### config.mk
export PLATFORM = sky130hd
export DESIGN_NAME = uart_tx_multi
export DESIGN_NICKNAME = d
export VERILOG_FILES = /design/src/rtl/uart_tx_pkg.sv /design/src/rtl/uart_baud_gen.sv /design/src/rtl/uart_tx_multi.sv
export SDC_FILE = /design/constraint.sdc
export NUM_CORES = 1
export LEC_CHECK = 0
export CAP_MARGIN = 5
export CORE_UTILIZATION = 40
export CTS_CLUSTER_SIZE = 14
export DETAILED_ROUTE_END_ITERATION = 8
export SLEW_MARGIN = 0
export SYNTH_ARGS = -nofsm -noshare
export SYNTH_HDL_FRONTEND = slang
export SYNTH_SLANG_ARGS = --single-unit
### constraint.sdc
create_clock -name int_clk -period 2.5 [get_ports int_clk]
set_clock_uncertainty 0.05 [all_clocks]
set_input_delay 0.25 -clock int_clk [delete_from_list [all_inputs] [get_ports int_clk]]
set_output_delay 0.25 -clock int_clk [all_outputs]
set_load 0.01 [all_outputs]
### src/rtl/uart_tx_pkg.sv
// Shared types and legal parameter ranges for the multi-channel UART transmitter.
// The PARITY state exists only when UART_TX_PARITY_EN is defined.
package uart_tx_pkg;

  localparam int unsigned DATA_W_MIN    = 5;
  localparam int unsigned DATA_W_MAX    = 9;
  localparam int unsigned STOP_BITS_MIN = 1;
  localparam int unsigned STOP_BITS_MAX = 2;
  localparam int unsigned N_CH_MAX      = 8;

`ifdef UART_TX_PARITY_EN
  typedef enum logic [2:0] {
    IDLE,
    START,
    DATA,
    PARITY,
    STOP
  } state_e;
`else
  typedef enum logic [2:0] {
    IDLE,
    START,
    DATA,
    STOP
  } state_e;
`endif

endpackage

### src/rtl/uart_baud_gen.sv
// Bit-period tick generator: tick_o in the last cycle of each CLK_DIV period,
// pre_tick_o one cycle earlier; restart_i zeroes the count synchronously.
module uart_baud_gen #(
  parameter int unsigned CLK_DIV = 5208
) (
  input  logic clk_i,
  input  logic rst_i,
  input  logic restart_i,
  output logic tick_o,
  output logic pre_tick_o
);

  localparam int unsigned CNT_W = $clog2(CLK_DIV);

  logic [CNT_W-1:0] cnt_q;
  logic [CNT_W-1:0] cnt_d;

  always_comb begin
    tick_o     = (cnt_q == CNT_W'(CLK_DIV - 1));
    pre_tick_o = (cnt_q == CNT_W'(CLK_DIV - 2));
    if (restart_i || tick_o) begin
      cnt_d = '0;
    end else begin
      cnt_d = cnt_q + CNT_W'(1);
    end
  end

  always_ff @(posedge clk_i or posedge rst_i) begin
    if (rst_i) begin
      cnt_q <= '0;
    end else begin
      cnt_q <= cnt_d;
    end
  end

endmodule

### src/rtl/uart_tx_multi.sv
// Round-robin multi-channel UART transmitter (8N1-style framing, configurable).
// Optional parity bit is compiled in with the UART_TX_PARITY_EN macro.
module uart_tx_multi
  import uart_tx_pkg::*;
#(
  parameter int unsigned N_CH       = 2,
  parameter int unsigned DATA_W     = 8,
  parameter int unsigned CLK_DIV    = 5208,
  parameter int unsigned STOP_BITS  = 1,
  parameter int unsigned PARITY_ODD = 0
) (
  input  logic                                       int_clk,
  input  logic                                       rst,
  input  logic [N_CH-1:0]                            in_valid,
  input  logic [N_CH*DATA_W-1:0]                     in_data,
  output logic [N_CH-1:0]                            in_ready,
  output logic                                       dout,
  output logic                                       busy,
  output logic [((N_CH > 1) ? $clog2(N_CH) : 1)-1:0] tx_ch,
  output logic                                       frame_done
);

  localparam int unsigned CH_W = (N_CH > 1) ? $clog2(N_CH) : 1;

  if (DATA_W < DATA_W_MIN || DATA_W > DATA_W_MAX ||
      STOP_BITS < STOP_BITS_MIN || STOP_BITS > STOP_BITS_MAX ||
      N_CH < 1 || N_CH > N_CH_MAX || CLK_DIV < 2 || PARITY_ODD > 1) begin : g_bad_cfg
    $error("uart_tx_multi: illegal parameter combination");
  end

  state_e              state_q;
  logic                dout_q;
  logic                busy_q;
  logic                frame_done_q;
  logic [CH_W-1:0]     tx_ch_q;
  logic [CH_W-1:0]     ptr_q;
  logic [3:0]          bit_cnt_q;
  logic [DATA_W-1:0]   shreg_q;
`ifdef UART_TX_PARITY_EN
  logic                parity_q;
`endif

  logic                grant_vld;
  logic [CH_W-1:0]     grant_idx;
  logic [CH_W-1:0]     ptr_d;
  logic [DATA_W-1:0]   grant_data;
  int unsigned         rr_idx;
  logic                accept;
  logic                tick;
  logic                pre_tick;
  logic                stop_last;

  // Round-robin search starting at ptr_q; first requesting channel wins.
  always_comb begin
    grant_vld = 1'b0;
    grant_idx = '0;
    rr_idx    = 0;
    for (int unsigned i = 0; i < N_CH; i++) begin
      rr_idx = (32'(ptr_q) + i) % N_CH;
      if (!grant_vld && in_valid[rr_idx]) begin
        grant_vld = 1'b1;
        grant_idx = CH_W'(rr_idx);
      end
    end
  end

  always_comb begin
    accept     = (state_q == IDLE) && grant_vld;
    in_ready   = accept ? (N_CH'(1) << grant_idx) : '0;
    grant_data = in_data[grant_idx*DATA_W +: DATA_W];
    ptr_d      = (grant_idx == CH_W'(N_CH - 1)) ? '0 : grant_idx + CH_W'(1);
    stop_last  = (bit_cnt_q == 4'(STOP_BITS - 1));
  end

  uart_baud_gen #(
    .CLK_DIV (CLK_DIV)
  ) u_baud (
    .clk_i      (int_clk),
    .rst_i      (rst),
    .restart_i  (accept),
    .tick_o     (tick),
    .pre_tick_o (pre_tick)
  );

  // frame_done is registered, so it is armed one cycle early from pre_tick.
  always_ff @(posedge int_clk or posedge rst) begin
    if (rst) begin
      state_q      <= IDLE;
      dout_q       <= 1'b1;
      busy_q       <= 1'b0;
      frame_done_q <= 1'b0;
      tx_ch_q      <= '0;
      ptr_q        <= '0;
      bit_cnt_q    <= '0;
      shreg_q      <= '0;
`ifdef UART_TX_PARITY_EN
      parity_q     <= 1'b0;
`endif
    end else begin
      frame_done_q <= 1'b0;
      unique case (state_q)
        IDLE: begin
          if (accept) begin
            state_q   <= START;
            dout_q    <= 1'b0;
            busy_q    <= 1'b1;
            tx_ch_q   <= grant_idx;
            ptr_q     <= ptr_d;
            bit_cnt_q <= '0;
            shreg_q   <= grant_data;
`ifdef UART_TX_PARITY_EN
            parity_q  <= (^grant_data) ^ PARITY_ODD[0];
`endif
          end
        end
        START: begin
          if (tick) begin
            state_q <= DATA;
            dout_q  <= shreg_q[0];
            shreg_q <= {1'b1, shreg_q[DATA_W-1:1]};
          end
        end
        DATA: begin
          if (tick) begin
            if (bit_cnt_q == 4'(DATA_W - 1)) begin
              bit_cnt_q <= '0;
`ifdef UART_TX_PARITY_EN
              state_q   <= PARITY;
              dout_q    <= parity_q;
`else
              state_q   <= STOP;
              dout_q    <= 1'b1;
`endif
            end else begin
              bit_cnt_q <= bit_cnt_q + 4'd1;
              dout_q    <= shreg_q[0];
              shreg_q   <= {1'b1, shreg_q[DATA_W-1:1]};
            end
          end
        end
`ifdef UART_TX_PARITY_EN
        PARITY: begin
          if (tick) begin
            state_q <= STOP;
            dout_q  <= 1'b1;
          end
        end
`endif
        STOP: begin
          if (pre_tick && stop_last) begin
            frame_done_q <= 1'b1;
          end
          if (tick) begin
            if (stop_last) begin
              state_q   <= IDLE;
              busy_q    <= 1'b0;
              bit_cnt_q <= '0;
            end else begin
              bit_cnt_q <= bit_cnt_q + 4'd1;
            end
          end
        end
        default: begin
          state_q <= IDLE;
          dout_q  <= 1'b1;
          busy_q  <= 1'b0;
        end
      endcase
    end
  end

  always_comb begin
    dout       = dout_q;
    busy       = busy_q;
    tx_ch      = tx_ch_q;
    frame_done = frame_done_q;
  end

endmodule
* After elaboration in Yosys (flattened, before gate mapping)
Cells that the tools add are included.
** Storage, ports and cells
- Flip-flop bits (word level) :: 33
- Output and inout bits :: 6
- Word-level logic and storage cells :: 88
** Operators by class
- Add/sub/neg operators :: 4
- $lt $le $gt $ge :: 2
- Equal/unequal tests :: 13
- Shift-type cells :: 2
- Multiplexer cells :: 40
- Bitwise gates (word level) :: 2
- Reduce and logical (&&, ||, !) cells :: 16
** Operators with widths (count)
- $mux W8 :: 4
- $eq A13 B13 Y1 const B :: 2
- $pmux W8 S3 :: 1
- $mux W4 :: 5
- $mux W1 :: 18
- $mux W3 :: 6
- $shiftx A16 B5 Y8 :: 1
- $add A13 B1 Y13 const B :: 1
- $mux W13 :: 1
- $ne A2 B2 Y1 const B :: 6
- $pmux W3 S4 :: 1
- $pmux W4 S3 :: 1
- $reduce_and A4 Y1 :: 3
- $eq A3 B2 Y1 const B :: 2
- $reduce_and A6 Y1 :: 1
- $reduce_bool A3 Y1 :: 2
- $reduce_and A5 Y1 :: 1
- $add A4 B1 Y4 const B :: 1
- $eq A4 B3 Y1 const B :: 1
- $logic_not A4 Y1 :: 1
- $lt A1 B2 Y1 const B :: 2
- $pmux W1 S4 :: 1
- $eq A3 B1 Y1 const B :: 1
- $logic_and A1 B1 Y1 :: 3
- other kinds (11) :: 13

* Longest topological paths before layout
Gate-level depths: netlist of run 1.
- Word-level depth :: 9
- Depth in mapped cells :: 8
- Gate-level depth less buffers :: 7

* Modules after synthesis
Synthesis of run 1 repeated with hierarchy kept, for this count alone.
** Second synthesis, totals
- Cells, all modules :: 201
- Area, all modules :: 1968.1 sq um
** By module, submodules not included
- uart_tx_multi :: instances 1, cells each 131, area an instance 1272.5 sq um
- uart_baud_gen :: instances 1, cells each 70, area an instance 695.7 sq um

* Worst setup path after synthesis of run 1
No wires, ideal clock.
- Path type :: register to register
- From :: reg u_baud.cnt_q[9]
- To :: reg busy_q (netlist: busy)
- Library setup time :: 0.125 ns
- Data arrival time :: 2.143 ns
- Setup slack :: 0.182 ns
- Cell stages (with the launch flop) :: 6
- Path through :: dfrtp_1 or3b_1 or4_4 a21o_1 a211oi_1 mux2_2
** On the way
- Word-level cells in the longest chain between the ends :: 3
** RTL lines
- start, declared :: RTL line uart_baud_gen.sv:15 : logic [CNT_W-1:0] cnt_q;
- start signal, assigned :: RTL line uart_baud_gen.sv:32 : cnt_q <= cnt_d;
- $eq A13 B13 Y1 :: RTL line uart_baud_gen.sv:19 : tick_o = (cnt_q == CNT_W'(CLK_DIV - 1));
- $ne A2 B2 Y1 (no source line)
- $reduce_and A4 Y1 (no source line)
- end signal, assigned :: RTL line uart_tx_multi.sv:90 : busy_q <= 1'b0;
- end signal, assigned :: RTL line uart_tx_multi.sv:106 : busy_q <= 1'b1;
- end signal, assigned :: RTL line uart_tx_multi.sv:156 : busy_q <= 1'b0;
- end, declared :: RTL line uart_tx_multi.sv:33 : logic busy_q;
Every way passes these cells.
A chain may end at the register's enable or synchronous reset.

* Worst setup path after layout of run 1
Same ends and word-level chain as after synthesis.

==> results of run 1 <==
power by group through the flow:
stage / combinational (mW) / clock [mW] / sequential [mW]
floorplan: 0.0307 / 0 / 0.537
global placement: 0.0708 / 0 / 0.537
detailed placement: 0.0724 / 0 / 0.537
CTS: 0.0729 / 0.385 / 0.528
global route: 0.0792 / 0.411 / 0.529
finish: 0.0713 / 0.374 / 0.528
critical path, cell delays in order, from the launching register on:
cell and delay [ns]:
sky130_fd_sc_hd__dfrtp_1 0.42, sky130_fd_sc_hd__or3b_1 0.41, sky130_fd_sc_hd__or4_4 0.58, sky130_fd_sc_hd__a21o_1 0.28
sky130_fd_sc_hd__a211oi_2 0.22, sky130_fd_sc_hd__mux2_2 0.35
routing by layer:
metal  vias up  GRT usage (%)  wire length (um)
met5         -              0                 0
met4         0           7.11                36
met3         4           4.07               127
met2        17           27.2              1750
met1       708           20.4              1720
li1        709              -                 -
Yosys cell counts, types with 2 or more instances:
cell type | count | area (um^2)
sky130_fd_sc_hd__nand3b_1 | 2 | 15.0
sky130_fd_sc_hd__a21oi_1 | 5 | 25.0
sky130_fd_sc_hd__ha_1 | 9 | 113
sky130_fd_sc_hd__nor2_1 | 24 | 90.1
sky130_fd_sc_hd__nand4_1 | 2 | 12.5
sky130_fd_sc_hd__o41ai_2 | 2 | 32.5
sky130_fd_sc_hd__dfrtp_1 | 31 | 776
sky130_fd_sc_hd__nand2_1 | 14 | 52.6
sky130_fd_sc_hd__mux2_2 | 9 | 101
sky130_fd_sc_hd__inv_1 | 12 | 45.0
sky130_fd_sc_hd__o31ai_1 | 3 | 22.5
sky130_fd_sc_hd__mux2i_1 | 8 | 80.1
sky130_fd_sc_hd__nor3_1 | 3 | 15.0
sky130_fd_sc_hd__buf_1 | 2 | 7.51
sky130_fd_sc_hd__xor2_1 | 7 | 61.3
sky130_fd_sc_hd__clkbuf_1 | 5 | 18.8
sky130_fd_sc_hd__nand3_1 | 7 | 35.0
sky130_fd_sc_hd__a211oi_1 | 3 | 22.5
sky130_fd_sc_hd__o21ai_0 | 10 | 50.1
sky130_fd_sc_hd__a31oi_1 | 2 | 12.5
sky130_fd_sc_hd__xnor2_1 | 4 | 35.0
logic make-up after synthesis:
family | Yosys count | synth area share (%)
compound gates | 30 | 11.6
xor+xnor | 11 | 5.26
flops | 32 | 43.8
fa+ha+maj | 9 | 6.15
simple gates | 67 | 18.8
buf+inv | 19 | 3.90
mux | 18 | 10.5
per-stage QoR:
step                hold slack [ns]  util (%)
floorplan                     0.297         -
global placement              0.436      49.4
detailed placement            0.444      49.4
CTS                           0.318      51.2
global route                  0.354      51.3
finish                        0.312      51.3
layout make-up:
type,instances,share of cell area (%)
Multi-Input combinational cell,135,42.8
Tap cell,52,2.89
Clock buffer,8,3.56
Inverter,12,2.00
Timing Repair Buffer,31,13.1
Sequential cell,32,35.7
cell usage in the layout, fill, tap and decap left out, types with 2 or more instances in the layout:
cell type                          n
sky130_fd_sc_hd__mux2_2            9
sky130_fd_sc_hd__a31oi_1           2
sky130_fd_sc_hd__a21oi_1           5
sky130_fd_sc_hd__clkbuf_8          5
sky130_fd_sc_hd__o31ai_1           3
sky130_fd_sc_hd__dfrtp_1          31
sky130_fd_sc_hd__xor2_1            7
sky130_fd_sc_hd__nor3_1            3
sky130_fd_sc_hd__o21ai_0          10
sky130_fd_sc_hd__a211oi_1          2
sky130_fd_sc_hd__nand2_1          14
sky130_fd_sc_hd__clkdlybuf4s50_1  25
sky130_fd_sc_hd__xnor2_1           4
sky130_fd_sc_hd__ha_1              9
sky130_fd_sc_hd__inv_1            12
sky130_fd_sc_hd__mux2i_1           8
sky130_fd_sc_hd__nand3_1           7
sky130_fd_sc_hd__nand4_1           2
sky130_fd_sc_hd__o41ai_2           2
sky130_fd_sc_hd__clkbuf_1          3
sky130_fd_sc_hd__nor2_1           24
sky130_fd_sc_hd__nand3b_1          2
sky130_fd_sc_hd__buf_4             6
path summary, 6_finish.rpt:
check / from / to / slack [ns] / depth (start not counted)
max: u_baud.cnt_q[9] / busy / 0.09 / 5
min: rst / bit_cnt_q[0] / 0.31 / 3
max reg2reg: u_baud.cnt_q[9] / busy / 0.09 / 5
min reg2reg: u_baud.cnt_q[0] / u_baud.cnt_q[0] / 0.45 / 1
max in group asynchronous: rst / dout / 1.76 / 3
min in group int_clk: u_baud.cnt_q[0] / u_baud.cnt_q[0] / 0.45 / 1
sequential cells by signal, summed over array words and instances, names as in the netlist:
register / count
bit_cnt_q: 4
busy: 1
dout: 1
frame_done: 1
ptr_q: 1
shreg_q: 8
state_q: 2
tx_ch: 1
u_baud.cnt_q: 13
repair_timing:
action                                 CTS  global route
setup endpoints to repair                0             1
setup buffers                            0             0
gates resized for setup                  0             1
hold buffers                             0             0
endpoints found under the hold margin    0             0
==> metrics.md, run 1 <==
| Metric | Value |
|---|---|
| Category of the worst setup path launch point | register |
| Wire length of the first global-routing pass | 6340 um |
| Final standard cell area without fillers | 2250 um^2 |
| Final clock period utilization by the worst path | 96.6% |
| Multi-input gate area in the final layout | 962 um^2 |
| Highest clock frequency the design can meet | 414 MHz |
| Average footprint of a synthesized cell | 9.84 um^2 |
| Critical-path maximum fanout | 7 |
| Run status | complete, no violations |
| Post-layout min period | 2.41 ns |
| Synthesized netlist net count | 215 |
| Place WS | 0.0632 ns |
| X dimension of the die | 69.7 um |
| Post-synthesis instance total | 186 |
| Layout fillers | 413 |
| Cell area power density | 433 nW/um^2 |
| Vias in the first global route | 1442 |
| Combined area of all synthesized cells | 1830 um^2 |
| Power Total | 973 uW |
| Setup_tns | 0 ns |
| Max Cap Viol | 0 |
| Signal arrival time at the worst endpoint | 2.53 ns |
| Maximum vdd ir drop | 0.350 mV |
| Share of async-settable or async-resettable flops after synthesis | 100% |
| Unrepaired setup endpoints after global routing | false |
| Power share of the clock group | 38.4% |
| Num Clock Sinks | 32 |
| Port bufs | 25 |
| EDFF count, synth | 0 |
| Ant. Diodes | 0 |
| Remaining Overflow, GRT | 0 |
| Initial core utilization | 41.8% |
| Final cell count without fillers | 270 |
| Wirelength, routed | 3630 um |
| TritonCTS clock tree | yes |
| Crit path required time | 2.62 ns |
| Largest net degree at the start of global routing | 33 |
| Count of antenna-violating nets left after detailed routing | 0 |
| Clock slew at the register clock pins of the worst setup and hold paths | 0.07 ns |
| Finish-stage setup viols | 0 |
| Sw Ratio | 21.6% |
| Rel. slew slack | 66.2% |
| Die Footprint | 4850 um^2 |
| Max-slew violation total from the final report | 0 |
| Netlist cell types | 43 |
| Share of power burned in combinational logic | 7.3% |
| Fraction of final layout cells sized beyond drive strength 1 | 14.2% |
| Net load switching power | 211 uW |
| Number of antenna violations at the first check in global routing | 0 |
| Clk root buf | sky130_fd_sc_hd__clkbuf_8 |
| Num CTS Buffers | 5 |
| Global-route total usage across every layer | 16.4% |
| Yosys warning count | 0 |
| Leakage | 1.04 nW |
| Ports placed on the boundary | 26 |
| Count of TritonRoute iterations in the first routing pass | 4 |
| Cell Count Post-Placement | 262 |
| Std-Cell Rows | 24 |
| Via count | 1438 |
| Main flop type after synthesis | sky130_fd_sc_hd__dfrtp_1 |
| CTS H-tree lvls | 2 |
| Internal power contribution | 763 uW |
| Post-synthesis sequential area ratio | 43.8% |
| Worst Tran Pin Value | 0.500 ns |
| Fin. Hold Viols | 0 |
| Area of the placeable core | 4380 um^2 |
| Reg area | 802 um^2 |
| Layout overhead on the synthesized area | 22.9% |
| DRC violation count after routing | 0 |
| Final RePlAce weighted congestion | 0.806 |
| Placed Instance Area | 2160 um^2 |
| Final WS setup | 0.0861 ns |
| Buffer depth of the longest clock path | 2 |
| Kind of critical path | reg2reg |
| Portion of total power attributed to sequential cells | 54.2% |
| Clock latency reported for the late side of the worst-skew pair | 0.28 ns |
| Die extent in y | 69.7 um |
| Worst hold path type | in2async |
| Total number of nets in the final design | 246 |
| DP HPWL | 2660 um |
| Routed vias/inst | 5.33 |
| Wirelength per Cell | 13.5 um |
| Endpoint class of the critical path | register |
| Initial DRC count | 70 |
| Number of flip-flops and latches in the synthesized netlist | 32 |
Power figures use the tool's default switching activity.
==> inputs of run 2 (changes only) <==
--- a/config.mk
+++ b/config.mk
@@ -11,2 +11,3 @@
 export DETAILED_ROUTE_END_ITERATION = 8
+export HOLD_SLACK_MARGIN = 0.03
 export SLEW_MARGIN = 0
--- a/constraint.sdc
+++ b/constraint.sdc
@@ -4,2 +4,2 @@
 set_output_delay 0.25 -clock int_clk [all_outputs]
-set_load 0.01 [all_outputs]
+set_load 0.005 [all_outputs]
==> results of run 2 <==
The final DEF is identical to that of run 1. Status: complete, no violations.
==> inputs of run 3 (changes only) <==
- CTS_CLUSTER_DIAMETER: default -> 50
==> results of run 3 <==
The final DEF is identical to that of run 1. Status: complete, no violations.
==> edit 1 (flow settings as in run 3) <==
Set the parameter `N_CH` to 4 (it was 2).
--- a/src/rtl/uart_tx_multi.sv
+++ b/src/rtl/uart_tx_multi.sv
@@ -4,5 +4,5 @@
   import uart_tx_pkg::*;
 #(
-  parameter int unsigned N_CH       = 2,
+  parameter int unsigned N_CH       = 4,
   parameter int unsigned DATA_W     = 8,
   parameter int unsigned CLK_DIV    = 5208,
Ports: changed (resized in_data, in_ready, in_valid and tx_ch); port bits go from 26 to 47. The function was not compared with the original's and may differ.
==> edit 1 against run 3 <==
Routed wire length up 31%. Sequential cell count rose by 2. Setup slack lost 26 ps. Final area increased by 34%. Sequential power up 4.2%. Area after synthesis is 21% higher. Total power is 15% higher. Global-route usage is 1.5 points higher.
==> edit 1: results (changes against run 3) <==
| Metric | Value |
|---|---|
| Worst skew pair latency | `around 290 ps` |
| Placed instance area | `0.00285 mm² (+32%)` |
| Synth Area in Compound Gates | `14.0% (+2.5 points)` |
| Area contributors post-synth | `dfrtp_1 37%, mux2i_1 8.1%, ha_1 7.3%` |
| Dpl hpwl | `3540 µm (+33%)` |
| Post-synthesis sequential area ratio | `38.3% (-5.5 points)` |
| Fill cells | `481 (+16%)` |
| First-pass GRT wire length | `8390 µm (+32%)` |
| Iter 0 DRT Violations | `99 (+41%)` |
| Post-synthesis mux area share | `13.7% (+3.2 points)` |
| Yosys cell types | `42 (-2.3%)` |
| H-Tree Depth | `2 (unchanged)` |
| Asr flop ratio synth | `100% (unchanged)` |
| Syn_area_per_cell | `9.88 µm² (+0.35%)` |
| Slew Limit Headroom | `71.7% (+5.5 points)` |
| Biggest regs | `u_baud.cnt_q x13, shreg_q x8, bit_cnt_q x4` |
| GRT Total Usage | `18.0% (+1.5 points)` |
| Ant diodes | `0 (unchanged)` |
| Fraction of layout cells with a size suffix above 1 | `20.7% (+6.5 points)` |
| Status | `complete, no violations` |
| XOR/XNOR share of the synthesized area | `4.34% (-0.93 points)` |
| R2R depth | `7 (+2)` |
| Crit path DAT | `2570 ps (+40 ps)` |
| Clock Tree Buf Depth | `2 (unchanged)` |
| Crit path max fanout | `8 (+1)` |
| Vias in the first global route | `1754 (+22%)` |
| Syn_nets | `276 (+28%)` |
| # nets final | `340 (+38%)` |
| Reg2Reg Setup Slack | `60 ps (-30 ps)` |
| Via count | `1802 (+25%)` |
| Routed length per instance | `13.2 µm (-1.7%)` |
| Hold Path Class | `in2async` |
| Clk slew on worst S/H paths | `70 ps (about the same)` |
| Root Buffer | `clkbuf_8` |
| Synth cell count leaders | `33 x dfrtp_1, 20 x inv_1, 19 x nor2_1, 18 x mux2i_1, 16 x nand3_1` |
| Placer Congestion | `0.761 (-5.5%)` |
| Leading cell type in the layout, fill and taps excluded | `clkdlybuf4s50_1` |
| Post-Synth Adder-Cell Area | `7.32% (+1.2 points)` |
| Leak | `0.00138 µW (+32%)` |
| Ys Warns | `0 (unchanged)` |
| Post-synth top flop | `dfrtp_1` |
| Peak supply drop | `0.000283 V (-19%)` |
| # placed instances | `349 (+33%)` |
| Largest net degree at the start of global routing | `35 (+6.1%)` |
| Count of input and output buffers | `46 (+84%)` |
| Initial antenna violation count | `0 (unchanged)` |
| Vias per cell | `5.01 (-6.0%)` |
| R2R Path End | `shreg_q[7]` |
## edit 1: cells by family after synthesis
group | Yosys count
muxes | 29
and+or+nand+nor | 72
AOI/OAI and AO/OA | 37
xor gates and xnor gates | 11
DFF | 34
adders and majority gates | 13
buffers and inverters | 29
## edit 1: final cells by class
| class | instances | area [µm²] | area share, % |
|---|---|---|---|
| multi-input cells | 162 | 1280 | 42.7 |
| flip-flops and latches | 34 | 852 | 28.3 |
| repair buffers | 66 | 618 | 20.6 |
| well taps | 70 | 87.6 | 2.91 |
| clock buffers | 7 | 86.3 | 2.87 |
| inverters | 20 | 75.1 | 2.50 |
| clock inverters | 1 | 5.00 | 0.166 |
## edit 1: per-layer routing
metal | global-route usage (%) | vias to the layer above | part of all wire (%) | wire length [µm]
met4 | 7.31 | 0 | 1.7 | 83
met3 | 3.35 | 9 | 3.0 | 141
met5 | 0 | - | 0 | 0
li1 | - | 917 | - | -
met1 | 24.0 | 847 | 48 | 2290
met2 | 28.6 | 29 | 47 | 2250
## edit 1: power breakdown
group          leakage, µW  switching [µW]  total [µW]  internal (µW)
Clock            0.0000482             204         426            222
Sequential        0.000389               0         550            550
Combinational     0.000938            51.6         140           88.8
## edit 1: through the flow
stage	utilization, %	TNS, ps	setup slack [ps]
after floorplan	-	-124	-46.7
after global placement	54.5	0	65.9
after detailed placement	54.5	-3.68	-3.68
after CTS	56.5	0	1.45
after global routing	57.4	-96.5	-37.9
final	57.4	0	60.2
## edit 1: worst min-delay path by stage
stage	end	slack, ps	cells after the start
floorplan	bit_cnt_q[0]	340	1
global placement	u_baud.cnt_q[0]	430	1
detailed placement	u_baud.cnt_q[0]	430	1
CTS	u_baud.cnt_q[1]	310	3
global route	u_baud.cnt_q[1]	340	3
finish	u_baud.cnt_q[1]	300	3
## edit 1: what timing repair did
item	CTS	global route
pin swaps	0	1
setup endpoints to repair	5	11
buffers inserted	2	1
gates resized for setup	3	9
## edit 1: critical path, cell delays in order, from the launching register on
cell and delay (ps):
dfrtp_1 380, or4b_1 530, or4_4 450, a31o_1 230
a221oi_4 260, nand2b_1 100, buf_6 150, o22a_1 150
==> edit 2 (settings of run 3) <==
Without the edit above. Compare `cnt_q` against `CNT_W'(CLK_DIV - 2)` with >= in place of ==.
--- a/src/rtl/uart_baud_gen.sv
+++ b/src/rtl/uart_baud_gen.sv
@@ -18,5 +18,5 @@
   always_comb begin
     tick_o     = (cnt_q == CNT_W'(CLK_DIV - 1));
-    pre_tick_o = (cnt_q == CNT_W'(CLK_DIV - 2));
+    pre_tick_o = (cnt_q >= CNT_W'(CLK_DIV - 2));
     if (restart_i || tick_o) begin
       cnt_d = '0;
Formal check against the unedited RTL: same outputs for any inputs over 10 cycles, from zero or initial values and one cycle with rst high; that may be too few to reach the edited logic, so the function may still have changed.
==> edit 2 against run 3 <==
Routed wire length rose by 8.4%. First-iteration DRC count fell by 7.1%. Clock power rose by 13%. Setup slack improved by 150 ps. Total power rose by 3.3%. Critical path type is now reg2out. Die area rose by 5.2%. Largest power group unchanged. Via count rose by 8.9%. Sequential cell count did not move. Global-route usage rose by 0.72 points. Area after synthesis rose by 5.4%. Final area rose by 5.9%. Highest routed layer unchanged.
==> edit 2: results (changes against run 3) <==
| Metric | Value |
|---|---|
| Syn_area_per_cell | `9.37 µm² (-4.8%)` |
| Synth cell count leaders | `31 x dfrtp_1, 24 x nor2_1, 18 x o21ai_0, 16 x inv_1` |
| Dpl hpwl | `2940 µm (+10%)` |
| Routed length per instance | `13.5 µm (+0.23%)` |
| Largest stage delay on the critical path | `550 ps (-30 ps)` |
| Area contributors post-synth | `dfrtp_1 40%, ha_1 5.8%, mux2_2 5.3%` |
| Slew Limit Headroom | `44.1% (-22 points)` |
| Placer Congestion | `0.739 (-8.3%)` |
| Crit-path slowest cell | `clkdlybuf4s50_1` |
| GRT Total Usage | `17.2% (+0.72 points)` |
| Vias in the first global route | `1463 (+1.5%)` |
| First-pass GRT wire length | `6730 µm (+6.1%)` |
| Reg2Reg Setup Slack | `350 ps (+260 ps)` |
| Leak | `0.000947 µW (-9.2%)` |
| # nets final | `269 (+9.3%)` |
| Status | `complete, no violations` |
| Yosys cell types | `40 (-7.0%)` |
| Endpoints failing setup | `0 (unchanged)` |
| Crit path DAT | `1960 ps (-570 ps)` |
| R2R depth | `6 (+1)` |
| Iter 0 DRT Violations | `65 (-7.1%)` |
| Post-synthesis sequential area ratio | `41.6% (-2.2 points)` |
| Post-Route WL | `3940 µm (+8.4%)` |
| Vias per cell | `5.36 (+0.70%)` |
| Peak supply drop | `0.000313 V (-11%)` |
| H-Tree Depth | `2 (unchanged)` |
| Syn_nets | `235 (+9.3%)` |
| Crit path max fanout | `9 (+2)` |
| P_sw | `205 µW (-2.4%)` |
| Fraction of layout cells with a size suffix above 1 | `13.8% (-0.47 points)` |
## edit 2: power groups by stage
stage          combinational [µW]  clock [µW]  sequential (µW)
2_1_floorplan                23.6           0              529
3_3_place_gp                 63.9           0              529
3_5_place_dp                 63.5           0              529
4_1_cts                      63.5         437              520
5_1_grt                      68.8         465              520
6_report                     62.4         423              520
## edit 2: metrics by stage
stage	hold WS (ps)	area, µm²	total power, µW	setup WS, ps
global route	340	2380	1050	109
CTS	313	2380	1020	245
detailed placement	440	2290	593	263
floorplan	315	1930	553	379
finish	294	2380	1010	241
global placement	441	2290	593	310
## edit 2: cells by family (layout without fill, tap and decap cells)
family          count (synthesis)  count (layout)  share of synthesized area, %
fa+ha+maj                       9               9                          5.84
compound gates                 51              51                          16.0
flops                          32              32                          41.6
mux                            11              11                          6.29
simple gates                   73              73                          22.6
xor+xnor                        7               7                          3.18
buf+inv                        23              57                          4.48
## edit 2: area by class of cell
type,instances,area [µm²]
fill,416,2120
sequential,32,802
clock buffer,7,96.3
inverter,16,60.1
multi-input combinational,151,1040
tap,52,65.1
timing repair buffer,34,318
## edit 2: final timing paths
kind                             from            to
setup reg to reg           state_q[0]  bit_cnt_q[1]
hold / removal                    rst    shreg_q[3]
hold reg to reg            shreg_q[2]    shreg_q[2]
min in group int_clk       shreg_q[2]    shreg_q[2]
max in group asynchronous         rst          dout
setup / recovery           state_q[0]   in_ready[0]
## edit 2: layer usage
metal / GRT usage (%) / vias to the layer above / share of wire [%]
li1: - / 810 / -
met3: 5.91 / 4 / 3.2
met5: 0 / - / 0
met1: 24.3 / 733 / 53
met4: 5.23 / 0 / 0.94
met2: 24.8 / 19 / 43
## edit 2: worst max-delay path, delay by kind of cell, from the launching register on
kind	cells	cell delay (ps)
flops	1	430
simple gates	1	60
compound gates	1	210
buf+inv	3	810
fa+ha+maj	1	160
